[src/rtl/regfile_wb_pkg.sv]
// Shared types and constants for the register-file write-back controller.
package regfile_wb_pkg;

    localparam int RF_ADDR_W = 3;
    localparam int RF_DATA_W = 32;

    localparam logic SEL_ALU = 1'b0;
    localparam logic SEL_ID  = 1'b1;

    // One queued register-file write: which source produced it, where it goes, what it writes.
    typedef struct packed {
        logic                 sel;
        logic [RF_ADDR_W-1:0] addr;
        logic [RF_DATA_W-1:0] data;
    } wb_entry_t;

endpackage

[src/rtl/regfile_wb_ctrl_if.sv]
// Bundle of the write-back controller's producer handshakes, register-file
// write port and bypass lookup. The slave view belongs to the controller,
// the master view to whatever surrounds it (pipeline stages, register file).
interface regfile_wb_ctrl_if;
    import regfile_wb_pkg::*;

    logic                 alu_valid;
    logic [RF_ADDR_W-1:0] alu_addr;
    logic [RF_DATA_W-1:0] alu_data;
    logic                 alu_ready;

    logic                 id_valid;
    logic [RF_ADDR_W-1:0] id_addr;
    logic [RF_DATA_W-1:0] id_data;
    logic                 id_ready;

    logic [RF_ADDR_W-1:0] w_addr;
    logic                 w_enable;
    logic                 w_select;
    logic [RF_DATA_W-1:0] w_alu;
    logic [RF_DATA_W-1:0] w_id;

    logic [RF_ADDR_W-1:0] rd_addr_0;
    logic [RF_ADDR_W-1:0] rd_addr_1;
    logic                 byp_hit_0;
    logic                 byp_hit_1;
    logic [RF_DATA_W-1:0] byp_data_0;
    logic [RF_DATA_W-1:0] byp_data_1;

    modport master (
        output alu_valid, alu_addr, alu_data, id_valid, id_addr, id_data,
               rd_addr_0, rd_addr_1,
        input  alu_ready, id_ready, w_addr, w_enable, w_select, w_alu, w_id,
               byp_hit_0, byp_hit_1, byp_data_0, byp_data_1
    );

    modport slave (
        input  alu_valid, alu_addr, alu_data, id_valid, id_addr, id_data,
               rd_addr_0, rd_addr_1,
        output alu_ready, id_ready, w_addr, w_enable, w_select, w_alu, w_id,
               byp_hit_0, byp_hit_1, byp_data_0, byp_data_1
    );

endinterface

[src/rtl/regfile_wb_ctrl_wb_fifo.sv]
// Dual-push, single-pop circular buffer of pending register-file writes.
// Push slot 0 is always older than push slot 1; a lone push1 lands at the tail.
module wb_fifo
    import regfile_wb_pkg::*;
#(
    parameter int DEPTH = 4
) (
    input  logic                     clk,
    input  logic                     rst_n,
    input  logic                     push0,
    input  wb_entry_t                entry0,
    input  logic                     push1,
    input  wb_entry_t                entry1,
    input  logic                     pop,
    output wb_entry_t                head,
    output logic [$clog2(DEPTH):0]   count,
    output logic [$clog2(DEPTH)-1:0] head_ptr,
    output wb_entry_t [DEPTH-1:0]    entries
);

    localparam int PTR_W = $clog2(DEPTH);
    localparam int CNT_W = PTR_W + 1;

    wb_entry_t [DEPTH-1:0] mem;
    logic [PTR_W-1:0]      tail_ptr;
    logic [PTR_W-1:0]      wr1_ptr;

    // The second push follows the first only when the first actually happened.
    assign wr1_ptr  = tail_ptr + PTR_W'(push0);
    assign head     = mem[head_ptr];
    assign entries  = mem;

    // Pointer and occupancy bookkeeping; DEPTH is a power of two so pointers wrap for free.
    // NOTE: sequential state uses non-blocking assignments so every flop samples pre-edge values.
    always_ff @(posedge clk or negedge rst_n) begin
        if (!rst_n) begin
            head_ptr <= '0;
            tail_ptr <= '0;
            count    <= '0;
        end else begin
            head_ptr <= head_ptr + PTR_W'(pop);
            tail_ptr <= tail_ptr + PTR_W'(push0) + PTR_W'(push1);
            count    <= count + CNT_W'(push0) + CNT_W'(push1) - CNT_W'(pop);
        end
    end

    // Entry storage; slots are only meaningful while covered by count.
    // NOTE: the storage array has no reset; occupancy gates every read, so stale contents are harmless.
    always_ff @(posedge clk) begin
        if (push0) mem[tail_ptr] <= entry0;
        if (push1) mem[wr1_ptr]  <= entry1;
    end

endmodule

[src/rtl/regfile_wb_ctrl.sv]
// Write-back controller feeding the single write port of the 8x32 register file.
// Results from the ALU and ID stages are queued in program order (ALU older)
// and retired one per cycle from the queue head.
// Optional feature: define RF_WB_BYPASS_EN to enable the bypass lookup of
// queued-but-uncommitted values; otherwise byp_hit_k / byp_data_k are tied to 0.
module regfile_wb_ctrl #(
    parameter int DEPTH = 4
) (
    input  logic               clk,
    input  logic               rst_n,
    regfile_wb_ctrl_if.slave   bus
);
    import regfile_wb_pkg::*;

    localparam int PTR_W = $clog2(DEPTH);
    localparam int CNT_W = PTR_W + 1;
    localparam logic [CNT_W-1:0] CNT_ROOM1 = CNT_W'(DEPTH - 1);
    localparam logic [CNT_W-1:0] CNT_ROOM2 = CNT_W'(DEPTH - 2);

    logic [CNT_W-1:0]      count;
    logic [PTR_W-1:0]      head_ptr;
    wb_entry_t             head;
    wb_entry_t [DEPTH-1:0] entries;
    wb_entry_t             alu_entry;
    wb_entry_t             id_entry;
    logic                  alu_acc;
    logic                  id_acc;
    logic                  pop;

    // Readiness looks only at the registered count, never at this cycle's pop.
    assign bus.alu_ready = (count <= CNT_ROOM1);
    assign bus.id_ready  = bus.alu_valid ? (count <= CNT_ROOM2) : (count <= CNT_ROOM1);

    assign alu_acc   = bus.alu_valid & bus.alu_ready;
    assign id_acc    = bus.id_valid  & bus.id_ready;
    assign alu_entry = '{sel: SEL_ALU, addr: bus.alu_addr, data: bus.alu_data};
    assign id_entry  = '{sel: SEL_ID,  addr: bus.id_addr,  data: bus.id_data};

    // The register file commits the head at every edge where something is queued.
    assign pop = (count != '0);

    wb_fifo #(.DEPTH(DEPTH)) u_fifo (
        .clk      (clk),
        .rst_n    (rst_n),
        .push0    (alu_acc),
        .entry0   (alu_entry),
        .push1    (id_acc),
        .entry1   (id_entry),
        .pop      (pop),
        .head     (head),
        .count    (count),
        .head_ptr (head_ptr),
        .entries  (entries)
    );

    // Write port is a gated view of the head; an empty queue drives all zeros.
    assign bus.w_enable = pop;
    assign bus.w_addr   = pop ? head.addr : '0;
    assign bus.w_select = pop ? head.sel  : 1'b0;
    assign bus.w_alu    = (pop && head.sel == SEL_ALU) ? head.data : '0;
    assign bus.w_id     = (pop && head.sel == SEL_ID)  ? head.data : '0;

`ifdef RF_WB_BYPASS_EN
    logic [PTR_W-1:0]     idx;
    logic                 hit_0;
    logic                 hit_1;
    logic [RF_DATA_W-1:0] data_0;
    logic [RF_DATA_W-1:0] data_1;

    // Walk live entries oldest to youngest so the youngest match overwrites older ones.
    // NOTE: every variable gets a default before the loop so no latch is inferred.
    always_comb begin
        idx    = '0;
        hit_0  = 1'b0;
        hit_1  = 1'b0;
        data_0 = '0;
        data_1 = '0;
        for (int i = 0; i < DEPTH; i++) begin
            idx = head_ptr + PTR_W'(i);
            if (CNT_W'(i) < count) begin
                if (entries[idx].addr == bus.rd_addr_0) begin
                    hit_0  = 1'b1;
                    data_0 = entries[idx].data;
                end
                if (entries[idx].addr == bus.rd_addr_1) begin
                    hit_1  = 1'b1;
                    data_1 = entries[idx].data;
                end
            end
        end
    end

    assign bus.byp_hit_0  = hit_0;
    assign bus.byp_hit_1  = hit_1;
    assign bus.byp_data_0 = data_0;
    assign bus.byp_data_1 = data_1;
`else
    assign bus.byp_hit_0  = 1'b0;
    assign bus.byp_hit_1  = 1'b0;
    assign bus.byp_data_0 = '0;
    assign bus.byp_data_1 = '0;
`endif

endmodule

[src/flat_wrapper.sv]
// flat-port wrapper written by rule: the top's interface ports become plain ports
module regfile_wb_ctrl_flat import regfile_wb_pkg::*;
#(
    parameter int DEPTH = 4
)
  (clk, rst_n, bus_alu_valid, bus_alu_addr, bus_alu_data, bus_id_valid, bus_id_addr, bus_id_data, bus_rd_addr_0, bus_rd_addr_1, bus_alu_ready, bus_id_ready, bus_w_addr, bus_w_enable, bus_w_select, bus_w_alu, bus_w_id, bus_byp_hit_0, bus_byp_hit_1, bus_byp_data_0, bus_byp_data_1);
  regfile_wb_ctrl_if bus_i ();
  input  logic clk;
  input  logic rst_n;
  input wire logic [$bits(bus_i.alu_valid)-1:0] bus_alu_valid;
  input wire logic [$bits(bus_i.alu_addr)-1:0] bus_alu_addr;
  input wire logic [$bits(bus_i.alu_data)-1:0] bus_alu_data;
  input wire logic [$bits(bus_i.id_valid)-1:0] bus_id_valid;
  input wire logic [$bits(bus_i.id_addr)-1:0] bus_id_addr;
  input wire logic [$bits(bus_i.id_data)-1:0] bus_id_data;
  input wire logic [$bits(bus_i.rd_addr_0)-1:0] bus_rd_addr_0;
  input wire logic [$bits(bus_i.rd_addr_1)-1:0] bus_rd_addr_1;
  output wire logic [$bits(bus_i.alu_ready)-1:0] bus_alu_ready;
  output wire logic [$bits(bus_i.id_ready)-1:0] bus_id_ready;
  output wire logic [$bits(bus_i.w_addr)-1:0] bus_w_addr;
  output wire logic [$bits(bus_i.w_enable)-1:0] bus_w_enable;
  output wire logic [$bits(bus_i.w_select)-1:0] bus_w_select;
  output wire logic [$bits(bus_i.w_alu)-1:0] bus_w_alu;
  output wire logic [$bits(bus_i.w_id)-1:0] bus_w_id;
  output wire logic [$bits(bus_i.byp_hit_0)-1:0] bus_byp_hit_0;
  output wire logic [$bits(bus_i.byp_hit_1)-1:0] bus_byp_hit_1;
  output wire logic [$bits(bus_i.byp_data_0)-1:0] bus_byp_data_0;
  output wire logic [$bits(bus_i.byp_data_1)-1:0] bus_byp_data_1;
  assign bus_i.alu_valid = bus_alu_valid;
  assign bus_i.alu_addr = bus_alu_addr;
  assign bus_i.alu_data = bus_alu_data;
  assign bus_i.id_valid = bus_id_valid;
  assign bus_i.id_addr = bus_id_addr;
  assign bus_i.id_data = bus_id_data;
  assign bus_i.rd_addr_0 = bus_rd_addr_0;
  assign bus_i.rd_addr_1 = bus_rd_addr_1;
  assign bus_alu_ready = bus_i.alu_ready;
  assign bus_id_ready = bus_i.id_ready;
  assign bus_w_addr = bus_i.w_addr;
  assign bus_w_enable = bus_i.w_enable;
  assign bus_w_select = bus_i.w_select;
  assign bus_w_alu = bus_i.w_alu;
  assign bus_w_id = bus_i.w_id;
  assign bus_byp_hit_0 = bus_i.byp_hit_0;
  assign bus_byp_hit_1 = bus_i.byp_hit_1;
  assign bus_byp_data_0 = bus_i.byp_data_0;
  assign bus_byp_data_1 = bus_i.byp_data_1;
  regfile_wb_ctrl #(.DEPTH(DEPTH)) u_core (.clk(clk), .rst_n(rst_n), .bus(bus_i));
endmodule
[config.mk]
export PLATFORM = sky130hd
export DESIGN_NAME = regfile_wb_ctrl_flat
export DESIGN_NICKNAME = d
export VERILOG_FILES = /design/src/rtl/regfile_wb_pkg.sv /design/src/rtl/regfile_wb_ctrl_if.sv /design/src/rtl/regfile_wb_ctrl_wb_fifo.sv /design/src/rtl/regfile_wb_ctrl.sv /design/src/flat_wrapper.sv
export SDC_FILE = /design/constraint.sdc
export NUM_CORES = 1
export LEC_CHECK = 0
export CORE_MARGIN = 5
export CORE_UTILIZATION = 50
export DETAILED_ROUTE_END_ITERATION = 10
export HOLD_SLACK_MARGIN = 0.12
export PLACE_DENSITY = 0.81
export SYNTH_ARGS = -nofsm -noshare
export SYNTH_HDL_FRONTEND = slang
export SYNTH_SLANG_ARGS = --single-unit
[constraint.sdc]
create_clock -name clk -period 4 [get_ports clk]
set_input_delay 0.8 -clock clk [delete_from_list [all_inputs] [get_ports clk]]
set_output_delay 0.8 -clock clk [all_outputs]
set_load 0.05 [all_outputs]
==> results.yml <==
detailed_routing:
  ant_nets: 0
  drc: 0
  drtIter0Drc: 232
  drt-total-wl_mm: 20.3
  post_drt_wl_per_cell_um: 18.9
  routed_via_density: 5.27
  dr_total_vias: 5646
  drt_pass1_iterations: 4
critical_path:
  path_buf_inv: 2
  end_kind: "output pin"
  cp_top_family: "buffers and inverters"
  critPathKind: "register to output pin"
  crit_path_start_kind: "register"
  cp_cell_sequence: "mux4_2 -> nand2_1 -> inv_1 -> clkdlybuf4s50_1"
  cp.arrival_ns: 2.71
  worstPathRequired_ns: 3.20
  path_max_fanout: 34
  cpPeakStageDelay_ns: 0.84
  slowest_stage: "mux4_2"
cells_and_area:
  area_delta_synth_final_pct: 26.6
  n_antenna_cell: 0
  layout-drive-gt1-share: 0.509
  fillCellCount: 1312
  fin_nets: 921
synth:
  syn_area_per_cell_um2: 12.3
  synth.most_common_cell: "mux2_2"
  synth_top_area_frac: 0.353
  synth_area_mm2: 0.00861
  netlist_instances: 697
  ys_ff_latch: 151
  synth_cell_types: 34
  yosys_warnings: 0
  synth-edff-count: 0
  synthTopCellsByCount: "mux2_2, dfxtp_1, buf_4, and2_1, mux4_2"
  synthTopCellsByArea: "mux2_2, dfxtp_1, mux4_2"
  yosys.area.top_type: "mux2_2"
  ys_seq_area_frac: 0.355
  ys.flop_type: "dfxtp_1"
  async_flop_share: 0.0464
timing:
  rsz0062_at_grt: "false"
  period_minus_slack_ns: 3.51
  fin_worst_skew_ns: 0.00913
  worst_slew_pin_slew_ns: 0.735
  max_freq_mhz: 285
  relSlewSlack: 0.510
  post-route-period-util: 0.878
  hold_viol: 0
  slew_violations: 0
  setup_viol: 0
  finalSetupTns_ns: 0
die:
  dieArea_mm2: 0.0199
  row_count: 48
  die_x_um: 141
  core_mm2: 0.0171
  io_pins: 217
  fp.dieH_um: 141
  initial_core_util: 0.503
clocking:
  clock_latency_ns: 0.42
  cts.clk_slew.worst_paths_ns: 0.06
  cts_resized: 0
  post_cts_buffers: 0
  clockBufferDepth: 2
  clock_sinks: 151
  htreeDepth: 4
  cts_tree: "yes"
  root_buffer: "clkbuf_16"
  cts_hold_buf: 0
  cts_inserted_buffers: 17
place:
  port_buffers: 144
  gp_congestion: 0.746
  hpwlAfterDp_mm: 13.2
global_route:
  grt_pass1_vias: 5861
  grtUsageTotal: 0.204
  antenna_found_initial: 0
  grt_overflow: 0
  grt_pass1_wl_mm: 31.6
  grt_max_degree: 37
flow_run:
  cap_violations: 0
hold_path:
  hold_path.class: "register to register"
run_status:
  status: "complete, no violations"
## layout make-up
type	count	area [um2]	share of cell area
clock inverter	7	91.3	0.00838
timing repair buffer	160	1850	0.170
inverter	7	26.3	0.00241
sequential	151	3060	0.281
clock buffer	25	495	0.0455
multi-input combinational	496	5090	0.467
tap	225	282	0.0258
## per-layer routing
metal / GRT usage / share of wire / vias up
li1: - / - / 2692
met1: 0.249 / 0.42 / 2748
met2: 0.356 / 0.51 / 186
met3: 0.0502 / 0.061 / 20
met4: 0.0617 / 0.014 / 0
met5: 0 / 0 / -
## logic make-up (layout without fill, tap and decap cells)
logic type	after synthesis	count (layout)	share of synthesized area
fa+ha+maj	8	8	0.0134
mux	316	316	0.461
simple gates	94	94	0.0725
buf+inv	115	199	0.0852
xor+xnor	4	4	0.00407
other cells	1	66	0.000436
compound gates	8	8	0.00858
flops	151	151	0.355
## metrics by stage
stage           util  area (um2)  worst slack (ns)  hold WS, ns  cells
2_1_floorplan      -        8850             0.846        0.418    762
3_3_place_gp   0.602       10300             0.568        0.427   1039
3_5_place_dp   0.602       10300             0.542        0.436   1039
4_1_cts        0.637       10900             0.453        0.449   1071
5_1_grt        0.637       10900             0.362        0.467   1071
6_report       0.637       10900             0.489        0.447   1071
## worst register-to-register path: cells and delay by family, from the launching register on
| family | cells | cell delay [ns] |
|---|---|---|
| AND/OR/NAND/NOR | 3 | 0.56 |
| flip-flops | 1 | 0.47 |
| AO/OA/AOI/OAI | 1 | 0.30 |
| buffers and inverters | 2 | 0.41 |
| adder cells (fa/ha/maj) | 2 | 0.40 |
| multiplexers | 1 | 0.37 |
| XOR/XNOR | 1 | 0.47 |
## layout by cell type (no fill, tap or decap), types with 3 or more instances in the layout
| cell type | count |
|---|---|
| nand2_1 | 10 |
| clkbuf_1 | 4 |
| clkbuf_16 | 17 |
| buf_12 | 36 |
| dfxtp_1 | 144 |
| conb_1 | 66 |
| clkdlybuf4s50_1 | 79 |
| ha_1 | 6 |
| mux2_1 | 10 |
| and3_1 | 34 |
| mux4_2 | 36 |
| clkbuf_8 | 4 |
| mux2_2 | 270 |
| dfrtp_1 | 5 |
| and2_1 | 36 |
| nor2b_1 | 3 |
| o21ai_4 | 3 |
| inv_1 | 7 |
| buf_4 | 45 |
| xnor2_1 | 3 |
## flip-flops by register name, summed over array words and instances (netlist names)
name,flops
u_core.u_fifo.entries,144
u_core.u_fifo.count,3
u_core.u_fifo.head_ptr,2
u_core.u_fifo.tail_ptr,2
## final timing paths
| check | start | to | slack [ns] | depth (start not counted) |
|---|---|---|---|---|
| worst max register to register | u_core.u_fifo.count[2] | u_core.u_fifo.entries[109] | 0.89 | 10 |
| worst max-delay path | u_core.u_fifo.head_ptr[0] | bus_w_select | 0.49 | 4 |
| max in group asynchronous | rst_n | u_core.u_fifo.head_ptr[1] | 3.06 | 1 |
| worst min-delay path | u_core.u_fifo.entries[35] | u_core.u_fifo.entries[35] | 0.45 | 2 |
| min in group asynchronous | rst_n | u_core.u_fifo.tail_ptr[0] | 0.66 | 1 |
| worst min register to register | u_core.u_fifo.entries[35] | u_core.u_fifo.entries[35] | 0.45 | 2 |
Power is left out: the tool's default activity adds up to more than one toggle a clock period on the data nets, which glitch-free logic cannot reach.
